### src/rtl/m3_pkg.sv
// Shared definitions for the Milestone 3 dequantization scheduler.
package m3_pkg;

    // Scheduler control states
    typedef enum logic [1:0] {
        StIdle,
        StFill,
        StWait,
        StDrain
    } sched_state_e;

    // Coefficients per 8x8 block
    localparam int unsigned COEF_PER_BLK = 64;

    // 320x240 Y plus horizontally downsampled U and V, in 8x8 blocks
    localparam int unsigned NUM_BLOCKS_DEFAULT = 2400;

endpackage

### src/rtl/pingpong_tracker.sv
// Ping-pong coefficient RAM bank tracker: which banks hold a complete block, which bank the
// dequantizer writes next and which bank the IDCT consumer reads next.
module pingpong_tracker (
    input  logic clock,
    input  logic reset,
    input  logic clear,
    input  logic mark_full,
    input  logic mark_done,
    output logic fill_ptr,
    output logic read_ptr,
    output logic fill_free,
    output logic other_full,
    output logic rd_valid,
    output logic all_empty
);

    logic [1:0] bank_full_q, bank_full_d;
    logic       fill_ptr_q, fill_ptr_d;
    logic       read_ptr_q, read_ptr_d;
    logic       done_ok;

    // A release is only meaningful while the read bank actually holds a block
    assign done_ok = mark_done & bank_full_q[read_ptr_q];

    // Next-state: a fill completion and a release always hit different banks, so both apply
    always_comb begin
        bank_full_d = bank_full_q;
        fill_ptr_d  = fill_ptr_q;
        read_ptr_d  = read_ptr_q;
        if (clear) begin
            bank_full_d = 2'b00;
            fill_ptr_d  = 1'b0;
            read_ptr_d  = 1'b0;
        end else begin
            if (mark_full) begin
                bank_full_d[fill_ptr_q] = 1'b1;
                fill_ptr_d              = ~fill_ptr_q;
            end
            if (done_ok) begin
                bank_full_d[read_ptr_q] = 1'b0;
                read_ptr_d              = ~read_ptr_q;
            end
        end
    end

    // Bank state registers
    always_ff @(posedge clock or posedge reset) begin
        if (reset) begin
            bank_full_q <= 2'b00;
            fill_ptr_q  <= 1'b0;
            read_ptr_q  <= 1'b0;
        end else begin
            bank_full_q <= bank_full_d;
            fill_ptr_q  <= fill_ptr_d;
            read_ptr_q  <= read_ptr_d;
        end
    end

    assign fill_ptr   = fill_ptr_q;
    assign read_ptr   = read_ptr_q;
    assign fill_free  = ~bank_full_q[fill_ptr_q];
    assign other_full = bank_full_q[~fill_ptr_q];
    assign rd_valid   = bank_full_q[read_ptr_q];
    assign all_empty  = (bank_full_q == 2'b00);

endmodule

### src/rtl/m3_dequant_scheduler.sv
// Milestone 3 dequantization scheduler: admits exactly 64 coefficients per 8x8 block into
// alternating RAM banks and hands each filled bank to the IDCT consumer.
// Optional feature: define SCHED_PERF_EN to count backpressure (WAIT) cycles on stall_cycles.
module m3_dequant_scheduler
    import m3_pkg::*;
#(
    parameter int unsigned NUM_BLOCKS = NUM_BLOCKS_DEFAULT,
    parameter int unsigned BLK_W      = 12
) (
    input  logic             clock,
    input  logic             reset,
    input  logic             frame_start,
    input  logic             q_sel,
    input  logic             coef_valid,
    output logic             coef_ready,
    output logic             deq_enable,
    output logic             deq_qsel,
    output logic             fill_bank,
    output logic             blk_valid,
    output logic             blk_bank,
    input  logic             blk_done,
    output logic [BLK_W-1:0] blk_index,
    output logic             frame_done,
    output logic [15:0]      stall_cycles
);

    sched_state_e     state_q;
    logic [5:0]       coef_cnt_q;
    logic [BLK_W-1:0] blk_index_q;
    logic             deq_qsel_q;
    logic             coef_ready_q;
    logic             frame_done_q;

    logic start_ok, accept, last_coef, last_blk, freeing;
    logic fill_ptr, read_ptr, fill_free, other_full, rd_valid, all_empty;

    assign start_ok  = frame_start & (state_q == StIdle);
    assign accept    = coef_valid & coef_ready_q;
    assign last_coef = accept & (coef_cnt_q == 6'(COEF_PER_BLK - 1));
    assign last_blk  = (blk_index_q == BLK_W'(NUM_BLOCKS - 1));
    assign freeing   = blk_done & rd_valid;

    pingpong_tracker u_tracker (
        .clock      (clock),
        .reset      (reset),
        .clear      (start_ok),
        .mark_full  (last_coef),
        .mark_done  (blk_done),
        .fill_ptr   (fill_ptr),
        .read_ptr   (read_ptr),
        .fill_free  (fill_free),
        .other_full (other_full),
        .rd_valid   (rd_valid),
        .all_empty  (all_empty)
    );

    // Control FSM with registered coef_ready / frame_done
    always_ff @(posedge clock or posedge reset) begin
        if (reset) begin
            state_q      <= StIdle;
            coef_cnt_q   <= 6'd0;
            blk_index_q  <= '0;
            deq_qsel_q   <= 1'b0;
            coef_ready_q <= 1'b0;
            frame_done_q <= 1'b0;
        end else begin
            frame_done_q <= 1'b0;
            unique case (state_q)
                StIdle: begin
                    if (frame_start) begin
                        deq_qsel_q   <= q_sel;
                        coef_cnt_q   <= 6'd0;
                        blk_index_q  <= '0;
                        coef_ready_q <= 1'b1;
                        state_q      <= StFill;
                    end
                end
                StFill: begin
                    if (accept) begin
                        // 6-bit counter wraps 63 -> 0 on its own at block end
                        coef_cnt_q <= coef_cnt_q + 6'd1;
                        if (last_coef) begin
                            blk_index_q <= blk_index_q + BLK_W'(1);
                            if (last_blk) begin
                                coef_ready_q <= 1'b0;
                                state_q      <= StDrain;
                            end else if (other_full && !freeing) begin
                                // Next bank still owned by the consumer
                                coef_ready_q <= 1'b0;
                                state_q      <= StWait;
                            end
                        end
                    end
                end
                StWait: begin
                    if (fill_free) begin
                        coef_ready_q <= 1'b1;
                        state_q      <= StFill;
                    end
                end
                StDrain: begin
                    if (all_empty) begin
                        frame_done_q <= 1'b1;
                        state_q      <= StIdle;
                    end
                end
                default: state_q <= StIdle;
            endcase
        end
    end

`ifdef SCHED_PERF_EN
    logic [15:0] stall_q;

    // Saturating count of cycles spent waiting for a free bank
    always_ff @(posedge clock or posedge reset) begin
        if (reset) begin
            stall_q <= 16'h0000;
        end else if (start_ok) begin
            stall_q <= 16'h0000;
        end else if ((state_q == StWait) && (stall_q != 16'hFFFF)) begin
            stall_q <= stall_q + 16'h0001;
        end
    end

    assign stall_cycles = stall_q;
`else
    assign stall_cycles = 16'h0000;
`endif

    assign coef_ready = coef_ready_q;
    assign deq_enable = accept;
    assign deq_qsel   = deq_qsel_q;
    assign fill_bank  = fill_ptr;
    assign blk_valid  = rd_valid;
    assign blk_bank   = read_ptr;
    assign blk_index  = blk_index_q;
    assign frame_done = frame_done_q;

endmodule

### config.mk
export PLATFORM = sky130hd
export DESIGN_NAME = m3_dequant_scheduler
export DESIGN_NICKNAME = d
export VERILOG_FILES = /design/src/rtl/m3_pkg.sv /design/src/rtl/pingpong_tracker.sv /design/src/rtl/m3_dequant_scheduler.sv
export SDC_FILE = /design/constraint.sdc
export NUM_CORES = 1
export LEC_CHECK = 0
export ABC_AREA = 1
export ABC_CLOCK_PERIOD_IN_PS = 4500
export CORE_MARGIN = 2
export CORE_UTILIZATION = 53
export CTS_CLUSTER_SIZE = 20
export DETAILED_ROUTE_END_ITERATION = 12
export GPL_TIMING_DRIVEN = 0
export PLACE_DENSITY_LB_ADDON = 0.12
export SYNTH_ARGS = -nofsm -noshare
export SYNTH_HDL_FRONTEND = slang
export SYNTH_SLANG_ARGS = --single-unit
### constraint.sdc
create_clock -name clock -period 4.5 [get_ports clock]
set_input_delay 0.45 -clock clock [delete_from_list [all_inputs] [get_ports clock]]
set_output_delay 0.45 -clock clock [all_outputs]
set_load 0.01 [all_outputs]
==> results_tabular.tex <==
\begin{tabular}{lr}
\hline
Metric & Value \\
\hline
\multicolumn{2}{l}{\textbf{Run status}} \\
\quad Result of the run & finished, final reports clean \\
\multicolumn{2}{l}{\textbf{Min path}} \\
\quad Hold Path Class & flip-flop to flip-flop \\
\multicolumn{2}{l}{\textbf{Placed design}} \\
\quad Post-Place Cell Area & 2060 um\^{}2 \\
\quad Number of port buffers & 24 \\
\quad Detail Placement HPWL & 2550 um \\
\quad Routability congestion estimate & 0.872 \\
\multicolumn{2}{l}{\textbf{Setup path}} \\
\quad Data required time at the worst endpoint & 4.05 ns \\
\quad Critical-path top delay cell & clkdlybuf4s50\_1 \\
\quad Cell mode on critical path & clkdlybuf4s50\_1 \\
\quad Type of origin of the critical path & primary input \\
\quad Crit end category & output port \\
\quad Critical path class & primary input to output port \\
\quad WP data arrival & 1.67 ns \\
\quad CP Max Fanout & 3 \\
\quad Crit path largest cell delay & 0.55 ns \\
\quad Critical-path cell list & clkdlybuf4s50\_1, nand2\_1, inv\_1, clkdlybuf4s50\_1 \\
\multicolumn{2}{l}{\textbf{Logic synthesis}} \\
\quad Synth cell types & 26 \\
\quad Most common cell in the synthesized netlist & nand2\_1 \\
\quad Number of instances in the synthesized netlist & 232 \\
\quad Top cells by count, synth & nand2\_1 (64), dfrtp\_1 (27), inv\_1 (24) \\
\quad Cell type with the highest aggregate area in the netlist & dfrtp\_1 \\
\quad Number of synthesis warnings & 0 \\
\quad Syn Area/Cell & 7.37 um\^{}2 \\
\quad Post-synthesis sequential element count & 27 \\
\quad Synth top area cells & dfrtp\_1 (40\%), nand2\_1 (14\%), buf\_4 (7.0\%) \\
\quad Most used flip-flop cell after synthesis & dfrtp\_1 \\
\quad Share of synthesized area occupied by flip-flops and latches & 0.395 \\
\quad Share of async-settable or async-resettable flops after synthesis & 1.00 \\
\quad Cell area after synthesis & 1710 um\^{}2 \\
\quad Fraction of post-synthesis cell area in the top cell type by area & 0.395 \\
\quad Post-synth EDFFs & 0 \\
\multicolumn{2}{l}{\textbf{Power and ir drop}} \\
\quad Peak ir drop on the vdd network & 0.278 mV \\
\quad Leakage power & 0.993 nW \\
\quad Power density over the cells & 398 nW/um\^{}2 \\
\multicolumn{2}{l}{\textbf{Layout}} \\
\quad Area added between synthesis and finish & 22.1\% \\
\quad Final-stage net count & 284 \\
\quad Layout cells sized above 1 & 0.109 \\
\quad Ant. Diodes & 0 \\
\quad Final Instance Area & 2090 um\^{}2 \\
\multicolumn{2}{l}{\textbf{Detailed routing}} \\
\quad Starting DRC count in detailed routing & 123 \\
\quad Via density per instance & 4.94 \\
\quad Post-detailed-route wirelength per cell & 10.6 um \\
\quad Vias & 1576 \\
\quad Post-route ant nets & 0 \\
\quad Detailed-route wire length & 3390 um \\
\quad Final routed DRC violation total & 0 \\
\quad Number of iterations in the first detailed-routing pass & 4 \\
\multicolumn{2}{l}{\textbf{Floorplan}} \\
\quad Width of the die & 60.8 um \\
\quad Area of the die & 3700 um\^{}2 \\
\quad Starting Density & 0.560 \\
\quad Std-Cell Core Area & 3050 um\^{}2 \\
\quad Number of top-level design ports & 41 \\
\quad Number of cell rows & 20 \\
\quad Height of the die & 60.8 um \\
\multicolumn{2}{l}{\textbf{Clock tree}} \\
\quad Number of buffers on the longest clock path & 2 \\
\quad Clock latency reported for the late side of the worst-skew pair & 0.33 ns \\
\quad TritonCTS clock tree & built \\
\quad H-tree levels & 1 \\
\quad Reg clk slew, reported paths & 0.14 ns \\
\quad Resized cells post-CTS & 0 \\
\quad Total of hold buffers inserted after clock tree synthesis & 0 \\
\quad Postcts setup bufs & 0 \\
\quad Inserted Clock Buffers & 3 \\
\quad Clock sink count & 27 \\
\quad CTS Root Buffer Type & clkbuf\_4 \\
\multicolumn{2}{l}{\textbf{Global route}} \\
\quad Overall routing resource usage & 0.201 \\
\quad Overall overflow remaining after global route & 0 \\
\quad Vias in the first global route & 1344 \\
\quad Wire length of the first global-routing pass & 5660 um \\
\quad Maximum number of pins on one net before global-route repair & 28 \\
\quad Antenna violations before repair & 0 \\
\multicolumn{2}{l}{\textbf{Timing}} \\
\quad Maximum clock rate & 0.471 GHz \\
\quad Setup Total Neg Slack & 0 ns \\
\quad Final Hold Fails & 0 \\
\quad Setup repair after global routing missed its margin & false \\
\quad Final count of negative-setup-slack endpoints & 0 \\
\quad Tightest Pin Transition & 1.04 ns \\
\quad Worst slew slack as a fraction of its limit & 0.305 \\
\quad Crit path time final & 2.12 ns \\
\quad Count of pins over their slew limit & 0 \\
\quad Share of the cycle needed by the critical path after routing & 0.472 \\
\quad Final Skew & 0.00782 ns \\
\multicolumn{2}{l}{\textbf{Job}} \\
\quad Max-capacitance violation count & 0 \\
\hline
\end{tabular}
## path summary, 6_finish.rpt
check	startpoint	end	slack [ns]	cells after the start
min reg2reg	u_tracker.bank_full_q[1]	frame_done	0.43	1
max	coef_valid	deq_enable	2.38	4
max in group asynchronous	reset	coef_cnt_q[0]	3.23	2
min in group asynchronous	reset	blk_index[3]	0.65	2
min	u_tracker.bank_full_q[1]	frame_done	0.43	1
max reg2reg	blk_index[0]	state_q[0]	2.65	8
## cell families (layout without fill, tap and decap cells)
logic type                 count (synthesis)  count (layout)  synth area share
and+or+nand+nor                          128             128             0.350
buffers and inverters                     45              73             0.143
AOI/OAI and AO/OA                         27              27            0.0849
DFF                                       27              27             0.395
adders and majority gates                  2               2            0.0146
xor gates and xnor gates                   2               2            0.0102
other                                      1              16           0.00219
## per-stage QoR
step	worst slack (ns)	instances	hold slack (ns)	power [W]	util
finish	2.38	319	0.432	0.000831	0.684
global route	2.32	319	0.456	0.000895	0.684
CTS	2.37	319	0.437	0.000839	0.684
detailed placement	2.38	315	0.418	0.000731	0.675
global placement	2.36	315	0.417	0.000725	0.675
floorplan	2.93	247	0.408	0.000604	-
## registers in the layout, summed over array words and instances, names as in the netlist, 2 cells and up
signal,cells
u_tracker.bank_full_q,2
state_q,2
blk_index,12
coef_cnt_q,6
## layout by cell type, fill, tap and decap left out
master	n
ha_1	2
nand3_4	1
dfrtp_1	27
clkbuf_4	3
buf_6	2
xnor2_1	1
o21ai_0	8
o21ai_1	8
nand4_1	11
o21bai_1	1
nor2_1	23
and2_1	1
nand3_1	16
buf_4	16
nor2_2	1
xor2_1	1
buf_1	1
nand3b_1	2
a21oi_1	9
clkdlybuf4s50_1	24
clkbuf_1	1
conb_1	16
nor2_8	1
nand2_4	3
nand2_1	64
inv_1	24
inv_2	2
o31ai_2	1
nor3_1	5
## critical path, delay by kind of cell
family / cells / cell delay, ns
buffers and inverters: 3 / 1.13
AND/OR/NAND/NOR: 1 / 0.08
## cell type report
class                      count  area [um^2]
timing repair buffer          24          240
buffer                        19          146
multi-input combinational    175          847
clock buffer                   4         26.3
inverter                      26         97.6
tap                           44         55.1
sequential                    27          676
fill                         286          965
## where the power goes
| part | internal [W] | switching (W) | leakage [nW] |
|---|---|---|---|
| clock network | 0.0000348 | 0.0000731 | 0.0150 |
| registers | 0.000284 | 0.0000449 | 0.367 |
| logic | 0.000160 | 0.000233 | 0.610 |
| total | 0.000480 | 0.000351 | 0.993 |
## metal layers
| metal | part of all wire | track usage | up-vias |
|---|---|---|---|
| li1 | - | - | 806 |
| met1 | 0.45 | 0.245 | 718 |
| met2 | 0.49 | 0.352 | 48 |
| met3 | 0.056 | 0.0490 | 4 |
| met4 | 0.0080 | 0.0621 | 0 |
| met5 | 0 | 0 | - |
No activity file was read; power rests on OpenSTA's default activity.
